<file path="config.mk">
export PLATFORM = sky130hd
export DESIGN_NAME = pc_fetch_unit
export DESIGN_NICKNAME = d
export VERILOG_FILES = /design/src/rtl/pc_fetch_unit_pkg.sv /design/src/rtl/pc_fetch_unit_ras_stack.sv /design/src/rtl/pc_fetch_unit.sv
export SDC_FILE = /design/constraint.sdc
export NUM_CORES = 1
export LEC_CHECK = 0
export BUFFER_PORTS_ARGS = -buffer_cell sky130_fd_sc_hd__buf_2
export CORE_MARGIN = 3
export CORE_UTILIZATION = 60
export CTS_CLUSTER_DIAMETER = 50
export DETAILED_ROUTE_END_ITERATION = 8
export PLACE_DENSITY_LB_ADDON = 0.25
export SETUP_SLACK_MARGIN = 0.5
export SLEW_MARGIN = 0
export SYNTH_ARGS = -nofsm -noshare
export SYNTH_HDL_FRONTEND = slang
export SYNTH_SLANG_ARGS = --single-unit
</file>
<file path="constraint.sdc">
create_clock -name i_clk -period 6.2 [get_ports i_clk]
set_clock_uncertainty 0.1 [all_clocks]
set_input_delay 0.93 -clock i_clk [delete_from_list [all_inputs] [get_ports i_clk]]
set_output_delay 0.93 -clock i_clk [all_outputs]
set_load 0.02 [all_outputs]
</file>
<file path="src/rtl/pc_fetch_unit_pkg.sv">
// Shared fetch-stage definitions: default PC geometry and the next-PC source encoding
// also consumed by the hazard and debug logic.
package pc_fetch_unit_pkg;

  localparam int unsigned DefaultPcWidth = 32;
  localparam logic [31:0] DefaultResetPc = 32'h0000_0000;

  typedef enum logic [2:0] {
    NpcRst,
    NpcBranch,
    NpcRas,
    NpcFallback,
    NpcHold,
    NpcSeq
  } npc_src_e;

endpackage

</file>
<file path="src/rtl/pc_fetch_unit_ras_stack.sv">
// Circular return-address stack with saturating count, sticky overflow/underflow flags
// and in-place top replacement when push and pop coincide.
module pc_fetch_unit_ras_stack
  import pc_fetch_unit_pkg::*;
#(
  parameter int unsigned PC_WIDTH  = DefaultPcWidth,
  parameter int unsigned RAS_DEPTH = 8,
  localparam int unsigned PtrW     = $clog2(RAS_DEPTH),
  localparam int unsigned CntW     = PtrW + 1
) (
  input  logic                i_clk,
  input  logic                i_rst_n,
  input  logic                i_push,
  input  logic                i_pop,
  input  logic [PC_WIDTH-1:0] i_push_data,
  output logic [PC_WIDTH-1:0] o_top,
  output logic [CntW-1:0]     o_count,
  output logic                o_empty,
  output logic                o_full,
  output logic                o_overflow,
  output logic                o_underflow
);

  logic [PC_WIDTH-1:0] r_mem [RAS_DEPTH];
  logic [PtrW-1:0]     r_ptr;
  logic [CntW-1:0]     r_count;
  logic                r_overflow;
  logic                r_underflow;

  logic [PtrW-1:0]     w_ptr_d;
  logic [CntW-1:0]     w_count_d;
  logic                w_overflow_d;
  logic                w_underflow_d;
  logic                w_we;
  logic [PtrW-1:0]     w_waddr;
  logic                w_empty;
  logic                w_full;

  assign w_empty = (r_count == '0);
  assign w_full  = (r_count == CntW'(RAS_DEPTH));

  always_comb begin
    w_ptr_d       = r_ptr;
    w_count_d     = r_count;
    w_overflow_d  = r_overflow;
    w_underflow_d = r_underflow;
    w_we          = 1'b0;
    w_waddr       = r_ptr;
    if (i_push && i_pop) begin
      // Replace the top in place; an empty stack gains its first entry.
      w_we = 1'b1;
      if (w_empty) begin
        w_count_d     = CntW'(1);
        w_underflow_d = 1'b1;
      end
    end else if (i_push) begin
      w_we    = 1'b1;
      w_ptr_d = r_ptr + PtrW'(1);
      w_waddr = w_ptr_d;
      if (w_full) w_overflow_d = 1'b1;
      else        w_count_d    = r_count + CntW'(1);
    end else if (i_pop) begin
      if (w_empty) begin
        w_underflow_d = 1'b1;
      end else begin
        w_ptr_d   = r_ptr - PtrW'(1);
        w_count_d = r_count - CntW'(1);
      end
    end
  end

  always_ff @(posedge i_clk) begin
    if (!i_rst_n) begin
      r_ptr       <= '0;
      r_count     <= '0;
      r_overflow  <= 1'b0;
      r_underflow <= 1'b0;
    end else begin
      r_ptr       <= w_ptr_d;
      r_count     <= w_count_d;
      r_overflow  <= w_overflow_d;
      r_underflow <= w_underflow_d;
    end
  end

  // Contents need no reset; a request in a reset cycle is discarded.
  always_ff @(posedge i_clk) begin
    if (i_rst_n && w_we) r_mem[w_waddr] <= i_push_data;
  end

  assign o_top       = r_mem[r_ptr];
  assign o_count     = r_count;
  assign o_empty     = w_empty;
  assign o_full      = w_full;
  assign o_overflow  = r_overflow;
  assign o_underflow = r_underflow;

endmodule

</file>
<file path="src/rtl/pc_fetch_unit.sv">
// Fetch PC register and next-PC selection: reset, branch redirect, RAS return,
// underflow fallback, stall hold or sequential increment.
module pc_fetch_unit
  import pc_fetch_unit_pkg::*;
#(
  parameter int unsigned          PC_WIDTH  = DefaultPcWidth,
  parameter logic [PC_WIDTH-1:0]  RESET_PC  = PC_WIDTH'(DefaultResetPc),
  parameter int unsigned          RAS_DEPTH = 8
) (
  input  logic                          i_clk,
  input  logic                          i_rst_n,
  input  logic                          i_stall,
  input  logic                          i_branch_decision,
  input  logic [PC_WIDTH-1:0]           i_branch_target,
  input  logic                          i_push_pc,
  input  logic [PC_WIDTH-1:0]           i_return_addr,
  input  logic                          i_pop_pc,
  output logic [PC_WIDTH-1:0]           o_pc,
  output logic [PC_WIDTH-1:0]           o_pc_plus1,
  output logic [$clog2(RAS_DEPTH):0]    o_ras_count,
  output logic                          o_ras_empty,
  output logic                          o_ras_full,
  output logic                          o_ras_overflow,
  output logic                          o_ras_underflow
);

  logic [PC_WIDTH-1:0] r_pc;
  logic [PC_WIDTH-1:0] w_pc_d;
  logic [PC_WIDTH-1:0] w_ras_top;
  logic                w_ras_empty;
  npc_src_e            w_npc_sel;

  pc_fetch_unit_ras_stack #(
    .PC_WIDTH  (PC_WIDTH),
    .RAS_DEPTH (RAS_DEPTH)
  ) u_ras (
    .i_clk       (i_clk),
    .i_rst_n     (i_rst_n),
    .i_push      (i_push_pc),
    .i_pop       (i_pop_pc),
    .i_push_data (i_return_addr),
    .o_top       (w_ras_top),
    .o_count     (o_ras_count),
    .o_empty     (w_ras_empty),
    .o_full      (o_ras_full),
    .o_overflow  (o_ras_overflow),
    .o_underflow (o_ras_underflow)
  );

  always_comb begin
    if (!i_rst_n)                        w_npc_sel = NpcRst;
    else if (i_branch_decision)          w_npc_sel = NpcBranch;
    else if (i_pop_pc && !w_ras_empty)   w_npc_sel = NpcRas;
    else if (i_pop_pc)                   w_npc_sel = NpcFallback;
    else if (i_stall)                    w_npc_sel = NpcHold;
    else                                 w_npc_sel = NpcSeq;
  end

  always_comb begin
    w_pc_d = r_pc;
    unique case (w_npc_sel)
      NpcRst:                  w_pc_d = RESET_PC;
      NpcBranch, NpcFallback:  w_pc_d = i_branch_target;
      NpcRas:                  w_pc_d = w_ras_top;
      NpcHold:                 w_pc_d = r_pc;
      NpcSeq:                  w_pc_d = r_pc + PC_WIDTH'(1);
      default:                 w_pc_d = r_pc;
    endcase
  end

  always_ff @(posedge i_clk) begin
    r_pc <= w_pc_d;
  end

  assign o_pc        = r_pc;
  assign o_pc_plus1  = r_pc + PC_WIDTH'(1);
  assign o_ras_empty = w_ras_empty;

endmodule

</file>
Yosys cells after proc, flatten, opt, wreduce, memory -nomap -nowiden
Memory sizes are Yosys's and may differ from the RTL's. A register that Yosys moved wholly into a read port is not among the register bits.
Cells that the tools add are included.

word-level totals
  register bits after elaboration = 41
  memories = 1
  output and inout bits = 72
  bits of input ports = 70
  memory bits (writable) = 256

memories
  name         words  bits a word  rd ports  clocked after memory_dff  wr ports  RTL line                       text
  u_ras.r_mem  8      32           1         1                         1         pc_fetch_unit_ras_stack.sv:24  logic [PC_WIDTH-1:0] r_mem [RAS_DEPTH];

cells by class
  $add $sub $neg = 5
  eq/ne operators = 10
  bitwise operators = 1
  mux-type cells = 27
  reductions and logical operators = 15

operators by type and width
  operator                                                                  number
  32-bit one-hot mux with 4 select lines                                    1
  3-bit two-way mux                                                         11
  32-bit by 1-bit adder with 32-bit output (second input constant)          1
  4-bit two-way mux                                                         6
  1-bit two-way mux                                                         9
  3-bit by 2-bit equality test with 1-bit output (second input constant)    2
  3-bit by 2-bit inequality test with 1-bit output (second input constant)  2
  3-bit AND reduction                                                       2
  4-bit by 1-bit adder with 4-bit output (second input constant)            1
  4-bit equality test (second input constant)                               1
  4-bit logical NOT                                                         1
  2-bit inequality test (second input constant)                             2
  4-bit AND reduction                                                       1
  2-bit nonzero test                                                        2
  4-bit nonzero test                                                        1
  4-bit by 1-bit subtractor with 4-bit output (second input constant)       1
  3-bit by 1-bit adder with 3-bit output (second input constant)            1
  3-bit by 1-bit equality test with 1-bit output (second input constant)    1
  3-bit equality test (second input constant)                               1
  1-bit logical AND                                                         3
  3-bit logical NOT                                                         1
  3-bit nonzero test                                                        1
  3-bit by 1-bit subtractor with 3-bit output (second input constant)       1
  2-bit by 1-bit inequality test with 1-bit output (second input constant)  1
  other kinds (4)                                                           4

Depth between registers and ports, before layout
  depth after elaboration = 9
  gate-level depth with buffers = 7

Hierarchy
A second synthesis with hierarchy kept.

unflattened totals
  cells, all modules = 681
  area, all modules = 12754.7 µm²

modules (own cells, without submodules)
  module                   area an instance (µm²)  times used  cells each
  pc_fetch_unit_ras_stack  10497.6                 1           464
  pc_fetch_unit            2257.2                  1           217

Worst setup path after synthesis
OpenSTA, ideal clock, no wires.

  path kind = input to register
  start point = input i_push_pc
  end point = memory u_ras.r_mem[2][0] (netlist bit) (enable)
  data required time = 5675 ps
  library setup time = 425 ps
  path slack = 2352 ps
  data arrival time = 3324 ps
  stages = 5
  buffers on the path = 0
  cells stage by stage = inv_1 ha_1 mux2_2 or2_2 nor2b_1

on the way
  longest elaborated chain between the ends = 5

RTL lines
  item                                                           RTL line                                                      text
  start, declared                                                pc_fetch_unit.sv:15                                           input logic i_push_pc,
  1-bit two-way mux / 1-bit logical AND (equally long branches)  pc_fetch_unit_ras_stack.sv:56, pc_fetch_unit_ras_stack.sv:49
  1-bit two-way mux                                              pc_fetch_unit_ras_stack.sv:49                                 if (i_push && i_pop) begin
  1-bit logical AND                                              pc_fetch_unit_ras_stack.sv:88                                 if (i_rst_n && w_we) r_mem[w_waddr] <= i_push_data;
  1-bit two-way mux                                              pc_fetch_unit_ras_stack.sv:88
  1-bit two-way mux (not written as such)                        pc_fetch_unit_ras_stack.sv:88
  end, declared                                                  pc_fetch_unit_ras_stack.sv:24

Several ways; a longest one is shown, not always the timed one.

Final worst setup path
  start point = register r_pc[0], in the netlist o_pc[0]
  end point = output o_pc_plus1[24]

on the way
  longest elaborated chain between the ends = 1

RTL lines
  item                                      RTL line             text
  start, declared                           pc_fetch_unit.sv:27  logic [PC_WIDTH-1:0] r_pc;
  start signal, assigned                    pc_fetch_unit.sv:72  r_pc <= w_pc_d;
  32-bit by 1-bit adder with 32-bit output  pc_fetch_unit.sv:76  assign o_pc_plus1 = r_pc + PC_WIDTH'(1);
  end, declared                             pc_fetch_unit.sv:19  output logic [PC_WIDTH-1:0] o_pc_plus1,

Every way passes these cells.

==> results.toml <==
[status]
status = "finished clean"

[cells_and_area]
final_nets = 890
multi_input_area_um2 = 3450
antenna_cells = 0
drive_gt1_share_pct = 34.1
fin_util_pct = 70.7
regArea_um2 = 8890
fill_cells = 1280
areaGrowthSynthToFinish_pct = 15.0

[synthesis]
ys_types = 54
synth.area.top_cells = "edfxtp_1 69%, mux4_2 11%, mux2i_1 2.6%"
syn_nets = 744
yosys.cell_count.top_type = "edfxtp_1"
ys_warn_count = 0
dominantRegCellSynth = "edfxtp_1"
synth_cells = 666
synth_top_cell_area_share_pct = 68.8
synth-edff-count = 288
yosysTopAreaCell = "edfxtp_1"
ys_ff_latch = 300
syn_area_um2 = 12600
netlist_top_cells_count = "288 x edfxtp_1, 64 x mux4_2, 39 x nor2_1"
async_flop_share_pct = 0
syn_avg_cell_area_um2 = 18.9
ys_seq_area_share_pct = 70.7

[worst_hold_path]
holdPathStages = 1
worstHoldEndpoint = "u_ras.o_underflow"
hp-start = "u_ras.o_underflow"
hp-class = "reg -> reg"

[pwr]
powerDensity_nw_per_um2 = 331
power_leakage_nw = 4.95
peakVddDrop_v = 0.000252

[floorplan]
die_y_um = 151
rows = 52
core_area_um2 = 20400
start_util_pct = 61.5
die_area_um2 = 22700
pin_count = 142
fp.dieW_um = 151

[global_routing]
grt.overflow.total = 0
first_global_vias = 6882
groute.usage.overall_pct = 24.1
grt_max_degree = 65
antenna_found_initial = 2
grt_pass1_wl_um = 40600

[critical_path]
rrSetupSlack_ns = 3.16
cp_num_buf_inv = 1
critPathKind = "reg -> out"
critPathTopFamily = "simple AND/OR/NAND/NOR gates"
r2r-end = "o_pc[12]"
cp.required_ns = 5.17
crit_arrival_ns = 2.78
cpMaxStageDelayCell = "edfxtp_1"
critPathLaunchType = "flip-flop"
crit_fanout = 10
crit_path_cell_trace = "ha_1 -> and4_1 -> nand2_2 -> nor3_1 -> xor2_1 -> buf_2"
cp-end-kind = "primary output"
startpoint = "o_pc[0]"
crit_path_max_incr_delay_ns = 0.52
rr_worst_depth = 5

[timing]
finalSetupViolCount = 0
finalSetupTns_ns = 0
slew_violations = 0
whs_ns = 0.367
finalCriticalPeriod_ns = 3.81
rsz0062_at_grt = "no"
max_freq_ghz = 0.262
tightest_slew_ns = 1.21
finalHoldViolCount = 0
maxSlewHeadroom_pct = 18.8
timing.final.crit_share_pct = 61.5

[clocking]
clkSinkCount = 300
cts_buffer_depth = 3
clock_latency_ns = 0.54
cts_buffers = 30
postCtsHoldBufs = 0
cts_repair_resize_count = 0
cts_root_buf = "clkbuf_16"
cts_tree = "built"
cts_max_level = 1
path_clk_slew_ns = 0.06
post_cts_buffers = 0

[drt]
postRouteAntennaNets = 0
wl_per_cell_um = 24.7
finalWirelength_um = 27300
avgViaCountPerCell = 6.23
dr.first_iter.drc_count = 496
vias = 6891
drc = 0
drtPass1Iterations = 5

[place]
dp_hpwl_um = 16700
portBuffers = 141
gp_congestion = 0.754

[run]
maxCapViolations = 0
==> power breakdown <==
part           switching [mW]  internal [mW]  leakage, nW  total, mW
Combinational           0.355          0.264         1.69      0.619
Clock                   0.734           1.04        0.479       1.77
Sequential             0.0875           2.31         2.78       2.40
Total                    1.18           3.61         4.95       4.79
==> flip-flops by register name, summed over array words and instances, names as in the netlist, named ones only <==
name	flops
u_ras.o_count	4
o_pc	32
u_ras.r_mem	256
u_ras.o_underflow	1
u_ras.o_overflow	1
u_ras.r_ptr	3
==> layer usage <==
| metal | global-route usage [%] | part of all wire, % | vias to the layer above |
|---|---|---|---|
| li1 | - | - | 3027 |
| met1 | 32.8 | 38 | 3445 |
| met2 | 39.8 | 50 | 363 |
| met3 | 5.27 | 9.3 | 52 |
| met4 | 7.48 | 2.5 | 4 |
| met5 | 0 | 0.077 | - |
==> final cells by class <==
| cell class | instances | share of cell area, % |
|---|---|---|
| flip-flops and latches | 300 | 61.5 |
| multi-input cells | 323 | 23.9 |
| well taps | 270 | 2.34 |
| clock inverters | 21 | 1.31 |
| repair buffers | 147 | 5.19 |
| clock buffers | 35 | 5.47 |
| inverters | 10 | 0.260 |
==> worst reg2reg max path, stage by stage (launching register included) <==
cell	delay (ns)
dfxtp_4	0.89
buf_4	0.56
mux4_2	0.58
mux2i_1	0.29
nor2_1	0.09
a221o_1	0.28
==> worst max-delay path by stage <==
stage	to	depth (start not counted)	slack (ns)
final	o_pc_plus1[24]	6	2.39
after global routing	o_pc_plus1[16]	6	2.24
after CTS	o_pc_plus1[16]	6	2.40
after detailed placement	u_ras.r_mem[4][16]	6	2.38
after global placement	u_ras.r_mem[4][16]	6	2.44
after floorplan	u_ras.r_mem[2][0]	5	2.35
==> per-stage QoR <==
stage / setup slack, ns / area (um^2) / instances / total power, mW
4_1_cts: 2.40 / 14500 / 1106 / 4.81
3_5_place_dp: 2.38 / 13500 / 1050 / 3.06
3_3_place_gp: 2.44 / 13500 / 1050 / 3.04
5_1_grt: 2.24 / 14500 / 1106 / 4.95
2_1_floorplan: 2.35 / 12600 / 666 / 2.85
6_report: 2.39 / 14500 / 1106 / 4.79
==> cells in the final DEF, fill, tap and decap left out, drive strengths merged, types with 5 or more instances in the layout <==
cell type	n
edfxtp	288
buf	147
mux4	64
nor2	39
clkbuf	35
mux2i	33
a221o	24
xnor2	19
nand2	17
clkinv	16
xor2	15
nand3	14
o21ai	14
dfxtp	12
inv	10
a22oi	10
and4	9
nor3	8
ha	7
nand4	6
and3	6
a21oi	6
and2	5
==> kinds of logic (layout without fill, tap and decap cells) <==
logic type                 count (synthesis)  after routing  share of synthesized area (%)
AOI/OAI and AO/OA                         68             68                           4.37
xor gates and xnor gates                  34             34                           2.37
adders and majority gates                  8              8                          0.856
buffers and inverters                     43            213                           2.34
DFF                                      300            300                           70.7
muxes                                     98             98                           14.2
and+or+nand+nor                          115            115                           5.17
(Power assumes the default switching activity.)
